File: src/rtl/event_counter_pkg.sv
// event_counter_pkg
// Shared types and constants for the multi-channel event counter:
//   cnt_mode_e     - behaviour at the maximum count (wrap or saturate)
//   *_MIN / *_MAX  - legal ranges for the NUM_CH and WIDTH parameters
//   SYNC_RST_VAL   - reset value of the synchroniser / edge-detect flops
//   rd_ch_width()  - width of the read channel select (at least 1 bit)
package event_counter_pkg;

  typedef enum logic {
    CNT_WRAP     = 1'b0,
    CNT_SATURATE = 1'b1
  } cnt_mode_e;

  localparam int NUM_CH_MIN = 1;
  localparam int NUM_CH_MAX = 16;
  localparam int WIDTH_MIN  = 2;
  localparam int WIDTH_MAX  = 32;

  // Ones, so an input that is already high when reset is released does not
  // look like a fresh rising edge.
  localparam logic SYNC_RST_VAL = 1'b1;

  function automatic int rd_ch_width(input int num_ch);
    return (num_ch > 1) ? $clog2(num_ch) : 1;
  endfunction

endpackage

File: src/rtl/event_channel.sv
// event_channel
// One counting channel: 2-flop synchroniser, rising-edge detect, counter with
// clear / read-clear / increment priority, wrap or saturate at all-ones,
// sticky overflow and a registered threshold-hit pulse.
// Ports:
//   clk, rst        clock and asynchronous active-high reset
//   event_in        asynchronous event level
//   hold            drop a detected event while high
//   clear           synchronous clear of count and overflow
//   rd_clr          read-clear strobe, already decoded for this channel
//   threshold       compare value for thresh_hit
//   count           live count
//   overflow        sticky overflow flag
//   thresh_hit      one-cycle pulse when an increment lands on threshold
module event_channel
  import event_counter_pkg::*;
#(
  parameter int        WIDTH = 8,
  parameter cnt_mode_e MODE  = CNT_WRAP
) (
  input  logic             clk,
  input  logic             rst,
  input  logic             event_in,
  input  logic             hold,
  input  logic             clear,
  input  logic             rd_clr,
  input  logic [WIDTH-1:0] threshold,
  output logic [WIDTH-1:0] count,
  output logic             overflow,
  output logic             thresh_hit
);

  localparam logic [WIDTH-1:0] CNT_MAX = '1;

  logic             sync1_q, sync2_q, prev_q;
  logic [WIDTH-1:0] count_q, count_d;
  logic             ovf_q, ovf_d;
  logic             hit_q, hit_d;
  logic             inc;
  logic [WIDTH-1:0] inc_val;

  always_ff @(posedge clk or posedge rst) begin
    if (rst) begin
      sync1_q <= SYNC_RST_VAL;
      sync2_q <= SYNC_RST_VAL;
      prev_q  <= SYNC_RST_VAL;
      count_q <= '0;
      ovf_q   <= 1'b0;
      hit_q   <= 1'b0;
    end else begin
      sync1_q <= event_in;
      sync2_q <= sync1_q;
      prev_q  <= sync2_q;
      count_q <= count_d;
      ovf_q   <= ovf_d;
      hit_q   <= hit_d;
    end
  end

  always_comb begin
    inc     = sync2_q & ~prev_q & ~hold;
    // Natural modulo-2^WIDTH add: all-ones rolls to zero for the wrap case.
    inc_val = count_q + WIDTH'(1);
    count_d = count_q;
    ovf_d   = ovf_q;
    hit_d   = 1'b0;
    if (clear) begin
      count_d = '0;
      ovf_d   = 1'b0;
    end else if (rd_clr) begin
      // The read already returned the old count; a coincident event is the
      // first event of the new interval, so it counts as an increment onto 1.
      count_d = inc ? WIDTH'(1) : '0;
      ovf_d   = 1'b0;
      hit_d   = inc && (threshold == WIDTH'(1));
    end else if (inc) begin
      if (count_q == CNT_MAX) begin
        ovf_d = 1'b1;
      end
      if (!(MODE == CNT_SATURATE && count_q == CNT_MAX)) begin
        count_d = inc_val;
        hit_d   = (inc_val == threshold);
      end
    end
  end

  assign count      = count_q;
  assign overflow   = ovf_q;
  assign thresh_hit = hit_q;

endmodule

File: src/rtl/multi_event_counter.sv
// multi_event_counter
// NUM_CH independent event counters sharing one clock, a common threshold and
// a registered read port with optional clear-on-read.
// Ports:
//   clk, rst        clock and asynchronous active-high reset
//   event_in        per-channel asynchronous event levels
//   hold, clear     per-channel hold and synchronous clear
//   threshold       shared thresh_hit compare value
//   count           live counts, channel i at [i*WIDTH +: WIDTH]
//   overflow        per-channel sticky overflow
//   thresh_hit      per-channel one-cycle threshold pulse
//   rd_req/rd_ch/rd_clr   read request, channel select, clear-on-read
//   rd_valid/rd_data      registered read response, one cycle after rd_req
module multi_event_counter
  import event_counter_pkg::*;
#(
  parameter int        NUM_CH = 4,
  parameter int        WIDTH  = 8,
  parameter cnt_mode_e MODE   = CNT_WRAP,
  localparam int       RD_W   = rd_ch_width(NUM_CH)
) (
  input  logic                    clk,
  input  logic                    rst,
  input  logic [NUM_CH-1:0]       event_in,
  input  logic [NUM_CH-1:0]       hold,
  input  logic [NUM_CH-1:0]       clear,
  input  logic [WIDTH-1:0]        threshold,
  output logic [NUM_CH*WIDTH-1:0] count,
  output logic [NUM_CH-1:0]       overflow,
  output logic [NUM_CH-1:0]       thresh_hit,
  input  logic                    rd_req,
  input  logic [RD_W-1:0]         rd_ch,
  input  logic                    rd_clr,
  output logic                    rd_valid,
  output logic [WIDTH-1:0]        rd_data
);

  if (NUM_CH < NUM_CH_MIN || NUM_CH > NUM_CH_MAX ||
      WIDTH < WIDTH_MIN || WIDTH > WIDTH_MAX) begin : g_bad_cfg
    $error("multi_event_counter: NUM_CH or WIDTH out of range");
  end

  logic [WIDTH-1:0]  cnt_arr [NUM_CH];
  logic [NUM_CH-1:0] rd_clr_vec;
  logic [WIDTH-1:0]  rd_sel;
  logic              rd_valid_q;
  logic [WIDTH-1:0]  rd_data_q;

  // Out-of-range selects match no channel, so they read 0 and clear nothing.
  always_comb begin
    rd_clr_vec = '0;
    rd_sel     = '0;
    for (int i = 0; i < NUM_CH; i++) begin
      if (rd_ch == RD_W'(i)) begin
        rd_sel        = cnt_arr[i];
        rd_clr_vec[i] = rd_req & rd_clr;
      end
    end
  end

  for (genvar g = 0; g < NUM_CH; g++) begin : g_ch
    event_channel #(
      .WIDTH (WIDTH),
      .MODE  (MODE)
    ) u_ch (
      .clk        (clk),
      .rst        (rst),
      .event_in   (event_in[g]),
      .hold       (hold[g]),
      .clear      (clear[g]),
      .rd_clr     (rd_clr_vec[g]),
      .threshold  (threshold),
      .count      (cnt_arr[g]),
      .overflow   (overflow[g]),
      .thresh_hit (thresh_hit[g])
    );
    assign count[g*WIDTH +: WIDTH] = cnt_arr[g];
  end

  always_ff @(posedge clk or posedge rst) begin
    if (rst) begin
      rd_valid_q <= 1'b0;
      rd_data_q  <= '0;
    end else begin
      rd_valid_q <= rd_req;
      rd_data_q  <= rd_req ? rd_sel : '0;
    end
  end

  assign rd_valid = rd_valid_q;
  assign rd_data  = rd_data_q;

endmodule

File: config.mk
export PLATFORM = sky130hd
export DESIGN_NAME = multi_event_counter
export DESIGN_NICKNAME = d
export VERILOG_FILES = /design/src/rtl/event_counter_pkg.sv /design/src/rtl/event_channel.sv /design/src/rtl/multi_event_counter.sv
export SDC_FILE = /design/constraint.sdc
export NUM_CORES = 1
export LEC_CHECK = 0
export CAP_MARGIN = 20
export CORE_AREA = 5 5 88 90
export CTS_CLUSTER_DIAMETER = 150
export DETAILED_ROUTE_END_ITERATION = 7
export DIE_AREA = 0 0 93 95
export GPL_TIMING_DRIVEN = 0
export PLACE_DENSITY = 0.81
export SYNTH_ARGS = -nofsm -noshare
export SYNTH_HDL_FRONTEND = slang
export SYNTH_SLANG_ARGS = --single-unit
File: constraint.sdc
create_clock -name clk -period 3.24 [get_ports clk]
set_input_delay 0.972 -clock clk [delete_from_list [all_inputs] [get_ports clk]]
set_output_delay 0.972 -clock clk [all_outputs]
set_load 0.05 [all_outputs]
==> results.py <==
metrics = {
    "detailed_routing": {
        "viasPerCell": 5.91,
        "drtAntennaViolNets": 0,
        "drt_first_pass_iters": 4,
        "routed_wl_mm": 9.62,
        "drt_iter0_markers": 239,
        "num_vias": 3204,
        "wl_per_cell_um": 17.7,
        "route.detailed.drc": 0,
    },
    "worst_setup_path": {
        "rrSetupSlack_ps": 1180,
        "rr_worst_depth": 5,
        "path_delay_family": "buffers and inverters",
        "r2r_end": "g_ch[3].u_ch.thresh_hit$_DFF_PP0_",
        "crit_path_start_kind": "flip-flop",
        "crit_path_end_kind": "primary output",
        "regToRegStartpoint": "g_ch[3].u_ch.count[0]$_DFFE_PP0P_",
        "timing_worst_setup_path_type": "reg -> out",
        "cp.arrival_ps": 1810,
        "critPathMaxFanout": 9,
        "critPathRequiredTime_ps": 2270,
        "crit_buf_inv": 1,
        "crit_slowest_cell": "clkdlybuf4s50_1",
        "cp_cell_sequence": "clkdlybuf4s50_1",
        "slowest_delay_ps": 880,
    },
    "die": {
        "rows": 31,
        "core-area_um2": 6980,
        "initial_core_util_pct": 52.8,
        "die_x_um": 93,
        "die_h_um": 95,
        "ios": 75,
        "die_area_um2": 8840,
    },
    "power": {
        "p_per_area_nw_per_um2": 372,
        "clock_power_share_pct": 44.2,
        "p_leak_uw": 0.00189,
        "combPwrFrac_pct": 10.5,
        "ir_worst_vdd_mv": 0.272,
        "seqPwrFrac_pct": 45.3,
        "intPower_uw": 1330,
        "p_sw_uw": 416,
        "swShare_pct": 23.8,
    },
    "logic_synthesis": {
        "synth_edf_count": 0,
        "synth_top_cell_area_share_pct": 33.2,
        "seq_area_frac_synth_pct": 41.8,
        "synth_adder_area_share_pct": 1.36,
        "syn-num-nets": 406,
        "avgSynthCellArea_um2": 9.81,
        "yosys_register_bits": 61,
        "synth_cell_types": 56,
        "synthTopCellsByArea": "dfrtp_1 (33%), dfstp_2 (8.5%), xnor2_1 (8.1%)",
        "synth_mux_area_share_pct": 6.07,
        "async_flop_share_pct": 100,
        "synth_top_family_by_area": "simple AND/OR/NAND/NOR gates",
        "synth.most_common_cell": "nor2_1",
        "yosysWarnings": 0,
        "ys.flop_type": "dfrtp_1",
        "synth_compound_area_share_pct": 7.36,
        "yosys.area.top_type": "dfrtp_1",
        "yosys.area_share.simple_pct": 22.7,
        "syn-cell-area_um2": 3690,
        "synth-xor-area-share_pct": 14.2,
        "synthCells": 376,
        "ys_top_cells_by_count": "nor2_1 (50), dfrtp_1 (49), xnor2_1 (34)",
    },
    "sta": {
        "slew_headroom_pct": 61.6,
        "fin_worst_skew_ps": 9.11,
        "maxSlewViolCount": 0,
        "timing.hold.ws_ps": 358,
        "finalSetupViolCount": 0,
        "min_period_over_period_pct": 85.9,
        "fmax_mhz": 359,
        "fin_crit_ps": 2780,
        "rsz0062_at_grt": "no",
        "hold_viol_final": 0,
        "tightestPinTransition_ps": 575,
        "setup_tns_ps": 0,
    },
    "clock_tree": {
        "post_cts_buffers": 0,
        "clk_path_buf_depth": 2,
        "clock-sinks": 61,
        "clk_latency_ps": 360,
        "cts_resized": 0,
        "htree_levels": 3,
        "cts_tree": "built",
        "hold_buffers": 0,
        "clockRootBuffer": "clkbuf_8",
        "cts-buffers-inserted": 9,
        "clkTransAtPathRegs_ps": 70,
    },
    "place": {
        "dpl.hpwl_mm": 7.01,
        "gp_congestion": 0.910,
        "io_buffers": 67,
    },
    "worst_hold_path": {
        "worstHoldStart": "g_ch[2].u_ch.sync1_q$_DFF_PP1_",
        "whs_path_depth": 0,
        "hold_end": "g_ch[2].u_ch.sync2_q$_DFF_PP1_",
        "hp-class": "reg -> reg",
    },
    "layout": {
        "syn_to_final_growth_pct": 27.6,
        "layout.nets": 485,
        "drive_gt1_share_pct": 15.4,
        "n_antenna_cell": 0,
        "n_fill_cell": 533,
    },
    "grt": {
        "grt_pass1_wl_mm": 15.7,
        "grt_use_total_pct": 23.0,
        "antenna_found_initial": 0,
        "overflow": 0,
        "grt_pass1_vias": 3232,
        "grt_start_max_net_pins": 35,
    },
    "status": {
        "status": "complete, no violations",
    },
    "run": {
        "drv_cap": 0,
    },
}
[layout by cell type (no fill, tap or decap), types with 4 or more instances in the layout]
cell	n
a21oi_1	4
a31oi_1	7
and2_1	9
buf_2	12
buf_4	9
buf_6	4
clkbuf_1	10
clkbuf_8	11
clkdlybuf4s50_1	67
dfrtp_1	49
dfstp_2	12
ha_1	4
inv_1	8
mux2i_1	4
mux4_2	7
nand2_1	25
nand2b_1	5
nand3_1	14
nand4_1	11
nor2_1	50
nor3_1	6
o21ai_0	10
or3_1	6
or4_1	4
xnor2_1	34
xor2_1	26
[state kept, by name (all words and copies together) (netlist names)]
register	cells
g_ch.u_ch.count	32
rd_data	8
g_ch.u_ch.overflow	4
g_ch.u_ch.prev_q	4
g_ch.u_ch.sync1_q	4
g_ch.u_ch.sync2_q	4
g_ch.u_ch.thresh_hit	4
rd_valid	1
[metal layers]
| metal | track usage [%] | wire [um] | share of wire (%) | vias to the layer above |
|---|---|---|---|---|
| li1 | - | - | - | 1449 |
| met1 | 27.9 | 3870 | 40 | 1563 |
| met2 | 38.0 | 4770 | 50 | 163 |
| met3 | 6.14 | 684 | 7.1 | 29 |
| met4 | 11.4 | 295 | 3.1 | 0 |
| met5 | 0 | 0 | 0 | - |
[how the worst max path moves through the flow]
stage               cells past startpoint                               from                                 to  slack [ps]
global route                            1  g_ch[3].u_ch.count[0]$_DFFE_PP0P_                          count[24]         420
finish                                  1  g_ch[3].u_ch.count[0]$_DFFE_PP0P_                          count[24]         460
detailed placement                      7                             rd_req  g_ch[1].u_ch.thresh_hit$_DFF_PP0_         330
floorplan                               1                                rst  g_ch[0].u_ch.count[0]$_DFFE_PP0P_         770
global placement                        2                                rst  g_ch[3].u_ch.count[4]$_DFFE_PP0P_        -220
CTS                                     1  g_ch[3].u_ch.count[0]$_DFFE_PP0P_                          count[24]         460
[per-stage QoR]
step                      utilization (%)  area, um2  std cells  total power (uW)  worst slack [ps]
after floorplan                         -       3690        376               921               775
after global placement               63.9       4460        525               980              -221
after detailed placement             64.2       4480        526               989               326
after CTS                            67.4       4710        542              1760               459
after global routing                 67.4       4710        542              1810               417
final                                67.4       4710        542              1750               455
[power groups by stage]
stage	clock [uW]	combinational (uW)	sequential (uW)
floorplan	0	102	819
global placement	0	175	805
detailed placement	0	183	806
CTS	785	184	792
global route	818	199	794
finish	773	184	793
[layout make-up]
type,count,area (um2),area share [%]
multi-input cells,272,1910,40.5
plain buffers,33,203,4.31
inverters,10,37.5,0.797
repair buffers,68,691,14.7
clock inverters,3,67.6,1.44
clock buffers,13,159,3.37
flip-flops and latches,61,1540,32.7
well taps,82,103,2.18
[logic make-up (layout without fill, tap and decap cells)]
family / Yosys count / count (layout)
buf+inv: 43 / 127
simple gates: 157 / 157
flops: 61 / 61
mux: 12 / 12
compound gates: 39 / 39
xor+xnor: 60 / 60
fa+ha+maj: 4 / 4
No activity file was read; power rests on OpenSTA's default activity.
